File: config.mk
export PLATFORM = sky130hd
export DESIGN_NAME = pipe_hazard_ctrl
export DESIGN_NICKNAME = d
export VERILOG_FILES = /design/src/rtl/pipe_hazard_ctrl.sv
export SDC_FILE = /design/constraint.sdc
export NUM_CORES = 1
export LEC_CHECK = 0
export CAP_MARGIN = 25
export CORE_ASPECT_RATIO = 1.25
export CORE_UTILIZATION = 31
export CTS_CLUSTER_DIAMETER = 80
export DETAILED_ROUTE_END_ITERATION = 10
export PLACE_DENSITY = 0.88
export SETUP_SLACK_MARGIN = 0.4
export SLEW_MARGIN = 40
export SYNTH_ARGS = -nofsm -noshare
export SYNTH_HDL_FRONTEND = slang
export SYNTH_SLANG_ARGS = --single-unit
File: constraint.sdc
create_clock -name clk_i -period 1.6 [get_ports clk_i]
set_clock_uncertainty 0.1 [all_clocks]
set_input_delay 0.32 -clock clk_i [delete_from_list [all_inputs] [get_ports clk_i]]
set_output_delay 0.32 -clock clk_i [all_outputs]
set_load 0.1 [all_outputs]
File: src/rtl/pipe_hazard_ctrl.sv
// Pipeline sequencer: stall, flush, freeze and PC-source control, EX forwarding selects and a freeze watchdog.
// Optional performance counters are built only when HAZ_PERF_CNT_EN is defined.
module pipe_hazard_ctrl #(
  parameter int FREEZE_MAX = 64,
  parameter int CNT_W      = 16
) (
  input  logic             clk_i,
  input  logic             rst_i,
  input  logic [4:0]       id_rs_i,
  input  logic [4:0]       id_rt_i,
  input  logic             id_uses_rt_i,
  input  logic [4:0]       ex_rs_i,
  input  logic [4:0]       ex_rt_i,
  input  logic             ex_memread_i,
  input  logic [4:0]       ex_wreg_i,
  input  logic             ex_jr_i,
  input  logic             mem_regwrite_i,
  input  logic [4:0]       mem_wreg_i,
  input  logic             mem_redirect_i,
  input  logic             mem_busy_i,
  input  logic             wb_regwrite_i,
  input  logic [4:0]       wb_wreg_i,
  output logic             pc_write_o,
  output logic [1:0]       pc_sel_o,
  output logic             if_id_write_o,
  output logic             if_id_flush_o,
  output logic             id_ex_flush_o,
  output logic             ex_mem_flush_o,
  output logic             stage_hold_o,
  output logic [1:0]       fwd_a_o,
  output logic [1:0]       fwd_b_o,
  output logic             err_o,
  output logic [CNT_W-1:0] stall_cnt_o,
  output logic [CNT_W-1:0] flush_cnt_o,
  output logic [CNT_W-1:0] freeze_cnt_o
);

  typedef enum logic [1:0] {RUN, FREEZE, HALT} state_e;

  localparam int WD_W = $clog2(FREEZE_MAX + 2) + 1;

  state_e            state_q, state_d;
  logic [WD_W-1:0]   wd_q, wd_d;
  logic              load_use;
  logic              act;
  logic              r_redir, r_jr, r_stall;

  function automatic logic [1:0] fwd_sel(input logic [4:0] r);
    if (mem_regwrite_i && mem_wreg_i != 5'd0 && mem_wreg_i == r)
      return 2'b01;
    else if (wb_regwrite_i && wb_wreg_i != 5'd0 && wb_wreg_i == r)
      return 2'b10;
    else
      return 2'b00;
  endfunction

  assign load_use = ex_memread_i && ex_wreg_i != 5'd0 &&
                    (ex_wreg_i == id_rs_i || (id_uses_rt_i && ex_wreg_i == id_rt_i));

  // The pipe only acts on stage inputs when neither reset, halt nor a busy memory freezes it.
  assign act     = !rst_i && (state_q != HALT) && !mem_busy_i;
  assign r_redir = act && mem_redirect_i;
  assign r_jr    = act && !mem_redirect_i && ex_jr_i;
  assign r_stall = act && !mem_redirect_i && !ex_jr_i && load_use;

  assign pc_write_o     = act && !r_stall;
  assign if_id_write_o  = act && !r_stall;
  assign pc_sel_o       = r_redir ? 2'b01 : (r_jr ? 2'b10 : 2'b00);
  assign if_id_flush_o  = r_redir || r_jr;
  assign id_ex_flush_o  = r_redir || r_jr || r_stall;
  assign ex_mem_flush_o = r_redir;
  assign stage_hold_o   = !act;
  assign fwd_a_o        = rst_i ? 2'b00 : fwd_sel(ex_rs_i);
  assign fwd_b_o        = rst_i ? 2'b00 : fwd_sel(ex_rt_i);
  assign err_o          = (state_q == HALT);

  always_ff @(posedge clk_i or posedge rst_i) begin
    if (rst_i) begin
      state_q <= RUN;
      wd_q    <= '0;
    end else begin
      state_q <= state_d;
      wd_q    <= wd_d;
    end
  end

  always_comb begin
    state_d = state_q;
    wd_d    = wd_q;
    case (state_q)
      RUN: begin
        if (mem_busy_i) begin
          state_d = FREEZE;
          wd_d    = WD_W'(1);
        end
      end
      FREEZE: begin
        if (!mem_busy_i) begin
          state_d = RUN;
        end else begin
          if (wd_q != '1) wd_d = wd_q + WD_W'(1);
          if (FREEZE_MAX != 0 && wd_d >= WD_W'(FREEZE_MAX)) state_d = HALT;
        end
      end
      HALT:    state_d = HALT;
      default: state_d = RUN;
    endcase
  end

`ifdef HAZ_PERF_CNT_EN
  logic [CNT_W-1:0] stall_cnt_q, flush_cnt_q, freeze_cnt_q;

  always_ff @(posedge clk_i or posedge rst_i) begin
    if (rst_i) begin
      stall_cnt_q  <= '0;
      flush_cnt_q  <= '0;
      freeze_cnt_q <= '0;
    end else begin
      if (r_stall && stall_cnt_q != '1)            stall_cnt_q  <= stall_cnt_q + CNT_W'(1);
      if ((r_redir || r_jr) && flush_cnt_q != '1)  flush_cnt_q  <= flush_cnt_q + CNT_W'(1);
      if (stage_hold_o && freeze_cnt_q != '1)      freeze_cnt_q <= freeze_cnt_q + CNT_W'(1);
    end
  end

  assign stall_cnt_o  = stall_cnt_q;
  assign flush_cnt_o  = flush_cnt_q;
  assign freeze_cnt_o = freeze_cnt_q;
`else
  assign stall_cnt_o  = '0;
  assign flush_cnt_o  = '0;
  assign freeze_cnt_o = '0;
`endif

endmodule

# Yosys cells after proc, flatten, opt, wreduce, memory -nomap -nowiden
# Cells that the tools add are included.
[totals] reg_bits=10 inputBits=44 output_inout_bits=61 elab_cells=68
[op_classes] addsub=1 magnitude_cmp=1 eq_ne=13 mux=18 n_reduce_logical=33
[ops] op="two-way mux 8 bit" count=5
[ops] op="equality test 5 bit" count=6
[ops] op="two-way mux 2 bit" count=11
[ops] op="logical AND 1 bit" count=17
[ops] op="case mux 8 bit (2 select lines)" count=1
[ops] op="nonzero test 5 bit" count=3
[ops] op="adder 8 x 1 -> 8 bit (second input constant)" count=1
[ops] op=">= comparator 8 x 7 -> 1 bit (second input constant)" count=1
[ops] op="!= test 8 bit (second input constant)" count=1
[ops] op="logical NOT 1 bit" count=6
[ops] op="!= test 2 bit (second input constant)" count=3
[ops] op="case mux 2 bit (3 select lines)" count=1
[ops] op="logical OR 1 bit" count=3
[ops] op="!= test 3 bit (second input constant)" count=1
[ops] op="AND reduction 3 bit" count=1
[ops] op="equality test 2 x 1 -> 1 bit (second input constant)" count=1
[ops] op="equality test 2 bit (second input constant)" count=1
[ops] op="logical NOT 2 bit" count=1
[ops] op="AND reduction 2 bit" count=1
[ops] op="nonzero test 2 bit" count=1

# Logic depth before layout (Yosys ltp)
[logic_depth] word_depth=8 depth_mapped=5 depth_no_buf=5

# Worst setup path before layout
# No wires, ideal clock.
[synth_path] path_kind="register to output" startpoint="reg state_q[0]" endpoint="out id_ex_flush_o" arrival_ns=3.943 t_required_ns=1.180 setup_slack_ns=-2.763 path_stages_with_launch=6 path_buffers=0 path_cell_list="dfrtp_1 > nor2b_1 > nor3_1 > inv_1 > nor2_1 > a31o_2"
[synth_between] elab_chain_cells=7 word_cells_on_any_way=10 cone_classes="1 x eq/ne; 9 x reduce/logical"
[synth_rtl] item="start, declared" line="42" source="state_e state_q, state_d;"
[synth_rtl] item="start signal, assigned" line="82" source="state_q <= state_d;"
[synth_rtl] item="!= test 2 bit (*)" line="61" source="assign act = !rst_i && (state_q != HALT) && !mem_busy_i;"
[synth_rtl] item="logical AND 1 bit (*) (2 in a row)" line="61"
[synth_rtl] item="logical AND 1 bit (2 in a row)" line="63" source="assign r_jr = act && !mem_redirect_i && ex_jr_i;"
[synth_rtl] item="logical OR 1 bit (*)"
[synth_rtl] item="via if_id_flush_o" line="26" source="output logic if_id_flush_o,"
[synth_rtl] item="logical OR 1 bit (*)" line="70" source="assign id_ex_flush_o = r_redir || r_jr || r_stall;"
[synth_rtl] item="end, declared" line="27" source="output logic id_ex_flush_o,"
# The timed path passes the listed nets; every way through them passes the cells marked *.

# Final worst setup path
[layout_path] startpoint="in mem_wreg_i[4]" endpoint="out fwd_a_o[1]"
[layout_between] elab_chain_cells=5 word_cells_on_any_way=6 cone_classes="1 x eq/ne; 2 x mux; 3 x reduce/logical"
[layout_rtl] item="start, declared" line="18" source="input logic [4:0] mem_wreg_i,"
[layout_rtl] item="nonzero test 5 bit" line="49" source="if (mem_regwrite_i && mem_wreg_i != 5'd0 && mem_wreg_i == r)"
[layout_rtl] item="logical AND 1 bit" line="49"
[layout_rtl] item="logical AND 1 bit (*)" line="49"
[layout_rtl] item="two-way mux 2 bit (*)" line="49"
[layout_rtl] item="two-way mux 2 bit (*)" line="73" source="assign fwd_a_o = rst_i ? 2'b00 : fwd_sel(ex_rs_i);"
[layout_rtl] item="end, declared" line="30" source="output logic [1:0] fwd_a_o,"
# Mark *: on every way between the ends. The rest lies on a longest branch, timed or not.

==> impl_metrics.py <==
metrics = {
    "grt": {
        "grtUsageTotal_pct": 21.8,
        "grt_pass1_wl_um": 7710,
        "grt_start_max_net_pins": 11,
        "antenna_found_initial": 2,
        "grt_pass1_vias": 1686,
        "overflow": 0,
    },
    "hold_path": {
        "min_path_type": "in -> async",
    },
    "sta": {
        "hold_viol_final": 0,
        "setup_viol": 13,
        "finalCritPeriodShare_pct": 136,
        "min_period_ns": 2.18,
        "fmax_mhz": 459,
        "slew_viol_final": 0,
        "grt_setup_unrepaired": "yes",
        "postLayoutSetupSlackWorst_ns": -0.578,
    },
    "die": {
        "rows": 26,
        "fp.dieH_um": 76.8,
        "core_mm2": 0.00420,
        "fp.dieArea_mm2": 0.00475,
        "ios": 105,
        "die_x_um": 61.8,
        "start_util_pct": 33.1,
    },
    "place": {
        "gp_congestion": 0.830,
        "dp_hpwl_um": 3490,
        "place_area_mm2": 0.00242,
        "portBuffers": 56,
    },
    "power_and_ir_drop": {
        "comb_power_share_pct": 65.6,
        "p_leak_nw": 1.28,
        "seq_power_share_pct": 17.0,
        "power_mw": 1.84,
        "power_density_mw_per_mm2": 639,
        "swShare_pct": 53.4,
        "power.switching_uw": 979,
        "vdd_drop_max_mv": 0.516,
        "p_int_uw": 856,
        "power.share.clock_pct": 17.4,
    },
    "setup_path": {
        "crit_type": "in -> out",
        "reg2reg_from": "wd_q[6]",
        "ff2ff_path_depth": 4,
        "endpoint_kind": "primary output",
        "cp.required_ns": 1.18,
        "crit_path_max_fanout": 3,
        "crit_path_start": "mem_wreg_i[4]",
        "start_kind": "input port",
        "critical_path_arrival_ns": 1.76,
    },
    "clock_tree": {
        "cts_root_buf": "clkbuf_8",
        "cts.clk_slew.worst_paths_ns": 0.05,
        "postCtsHoldBufs": 0,
        "cts_tree": "yes",
        "cts_buffers": 3,
        "cts.sinks": 10,
        "clk_path_buf_depth": 2,
        "htreeDepth": 1,
        "clkLatencyLatePin_ns": 0.24,
    },
    "synthesis": {
        "yosys.area.top_type": "buf_4",
        "netlist_area_mm2": 0.00139,
        "async_flop_share_pct": 100,
        "yosys_warnings": 0,
        "synth_edf_count": 0,
        "ys_ff_latch": 10,
        "syn_inst": 175,
        "synth_area_leaders": "buf_4, dfrtp_1, xnor2_1",
        "synth_top_area_share_pct": 27.1,
        "yosysSeqAreaShare_pct": 18.0,
        "synth-main-ff-cell": "dfrtp_1",
        "syn_avg_cell_area_um2": 7.93,
        "synth_cell_type_count": 34,
    },
    "routing": {
        "wl_per_cell_um": 15.6,
        "drcViolationCount": 0,
        "routed_wl_um": 5430,
        "viasPerCell": 4.51,
        "ant_nets": 0,
        "dr_total_vias": 1573,
        "dr.pass1.iters": 4,
        "drtIter0Drc": 43,
    },
    "layout": {
        "finalInstanceArea_mm2": 0.00287,
        "syn2layout_area_growth_pct": 107,
        "drive_gt1_share_pct": 50.5,
        "fin_nets": 337,
    },
    "run_status": {
        "outcome": "finished with violations",
        "violations": "negative setup slack",
    },
    "flow_run": {
        "drv_cap": 0,
    },
}
## logic make-up (layout without fill, tap and decap cells)
group	Yosys count	after routing	share of synthesized area, %
buf+inv	56	125	28.7
simple gates	54	54	21.6
xor+xnor	32	32	20.2
compound gates	21	21	10.4
flops	10	10	18.0
fa+ha+maj	1	1	0.902
other cells	1	50	0.270
## through the flow
stage	std cells	TNS [ns]	setup WS, ns	util (%)	hold slack, ns
after floorplan	222	-10.03	-1.30	-	0.0136
after global placement	317	-10.04	-0.867	57.8	0.415
after detailed placement	317	-10.55	-0.930	57.8	0.433
after CTS	337	-5.86	-0.631	64.4	0.181
after global routing	349	-6.76	-0.612	68.5	0.131
final	349	-6.17	-0.578	68.5	0.108
## path summary, 6_finish.rpt
| path | end | slack, ns |
|---|---|---|
| max reg2reg | wd_q[3] | 0.11 |
| min reg2reg | wd_q[5] | 0.52 |
| min in group clk_i | wd_q[5] | 0.52 |
| max in group asynchronous | wd_q[3] | 1.12 |
| max | fwd_a_o[1] | -0.58 |
| min | wd_q[6] | 0.11 |
## synthesized netlist by cell type, drive strengths merged (2+ instances only)
| cell type | number |
|---|---|
| a31o | 2 |
| or4 | 5 |
| dfrtp | 10 |
| and3 | 3 |
| clkbuf | 2 |
| o21ai | 2 |
| nand4 | 3 |
| nor2 | 9 |
| a21oi | 6 |
| nand2b | 3 |
| inv | 4 |
| o22ai | 2 |
| nor3 | 6 |
| xor2 | 12 |
| nand2 | 9 |
| nor4 | 5 |
| buf | 50 |
| xnor2 | 20 |
| nor2b | 2 |
| nand3 | 6 |
| o211ai | 3 |
## cell type report
type | instances | area, um^2
timing repair buffer | 117 | 1170
tap | 56 | 70.1
fill | 269 | 1320
antenna | 2 | 5.00
sequential | 10 | 254
inverter | 4 | 22.5
clock buffer | 4 | 55.1
multi-input combinational | 156 | 1300
## timing repair
item / CTS / global route
pin swaps: 35 / 29
endpoints found under the setup margin: 23 / 23
resized for setup: 89 / 47
setup buffers: 16 / 10
## sequential cells by signal, indices dropped and copies added, names as in the netlist
name / flops
wd_q: 8
state_q: 2
## routing by layer
layer,track usage [%],vias to the layer above,routed length [um]
met5,0,-,0
met4,12.4,0,252
met3,4.38,24,285
met2,42.5,83,3110
met1,18.7,728,1770
li1,-,738,-
## critical path: stages
cell	delay (ns)
buf_6	0.09
or4_4	0.54
o21ai_4	0.20
buf_4	0.16
nor3_4	0.04
nor4_4	0.18
buf_12	0.21
## placed cells by master (no fill, tap or decap), types with 3 or more instances in the layout
cell / count
conb_1: 48
buf_4: 48
buf_6: 18
xnor2_1: 15
buf_12: 13
xor2_1: 12
dlygate4sd2_1: 12
clkdlybuf4s50_1: 8
nor2_1: 7
dfrtp_1: 7
nand2_1: 5
nor4_4: 5
clkbuf_2: 5
clkdlybuf4s15_1: 5
nor3_4: 4
a21oi_1: 4
or4_4: 4
xnor2_2: 4
clkbuf_8: 4
nand4_1: 3
and3_4: 3
o211ai_1: 3
nand2_2: 3
nand3_1: 3
dlymetal6s2s_1: 3
buf_2: 3
dfrtp_2: 3
## power by group through the flow
stage / sequential [mW] / combinational [mW] / clock [mW]
6_report: 0.313 / 1.20 / 0.318
5_1_grt: 0.318 / 1.25 / 0.336
4_1_cts: 0.308 / 1.13 / 0.324
3_5_place_dp: 0.307 / 1.06 / 0
3_3_place_gp: 0.306 / 1.05 / 0
2_1_floorplan: 0.308 / 0.861 / 0
Note: power is estimated with default switching activity, not from simulation.
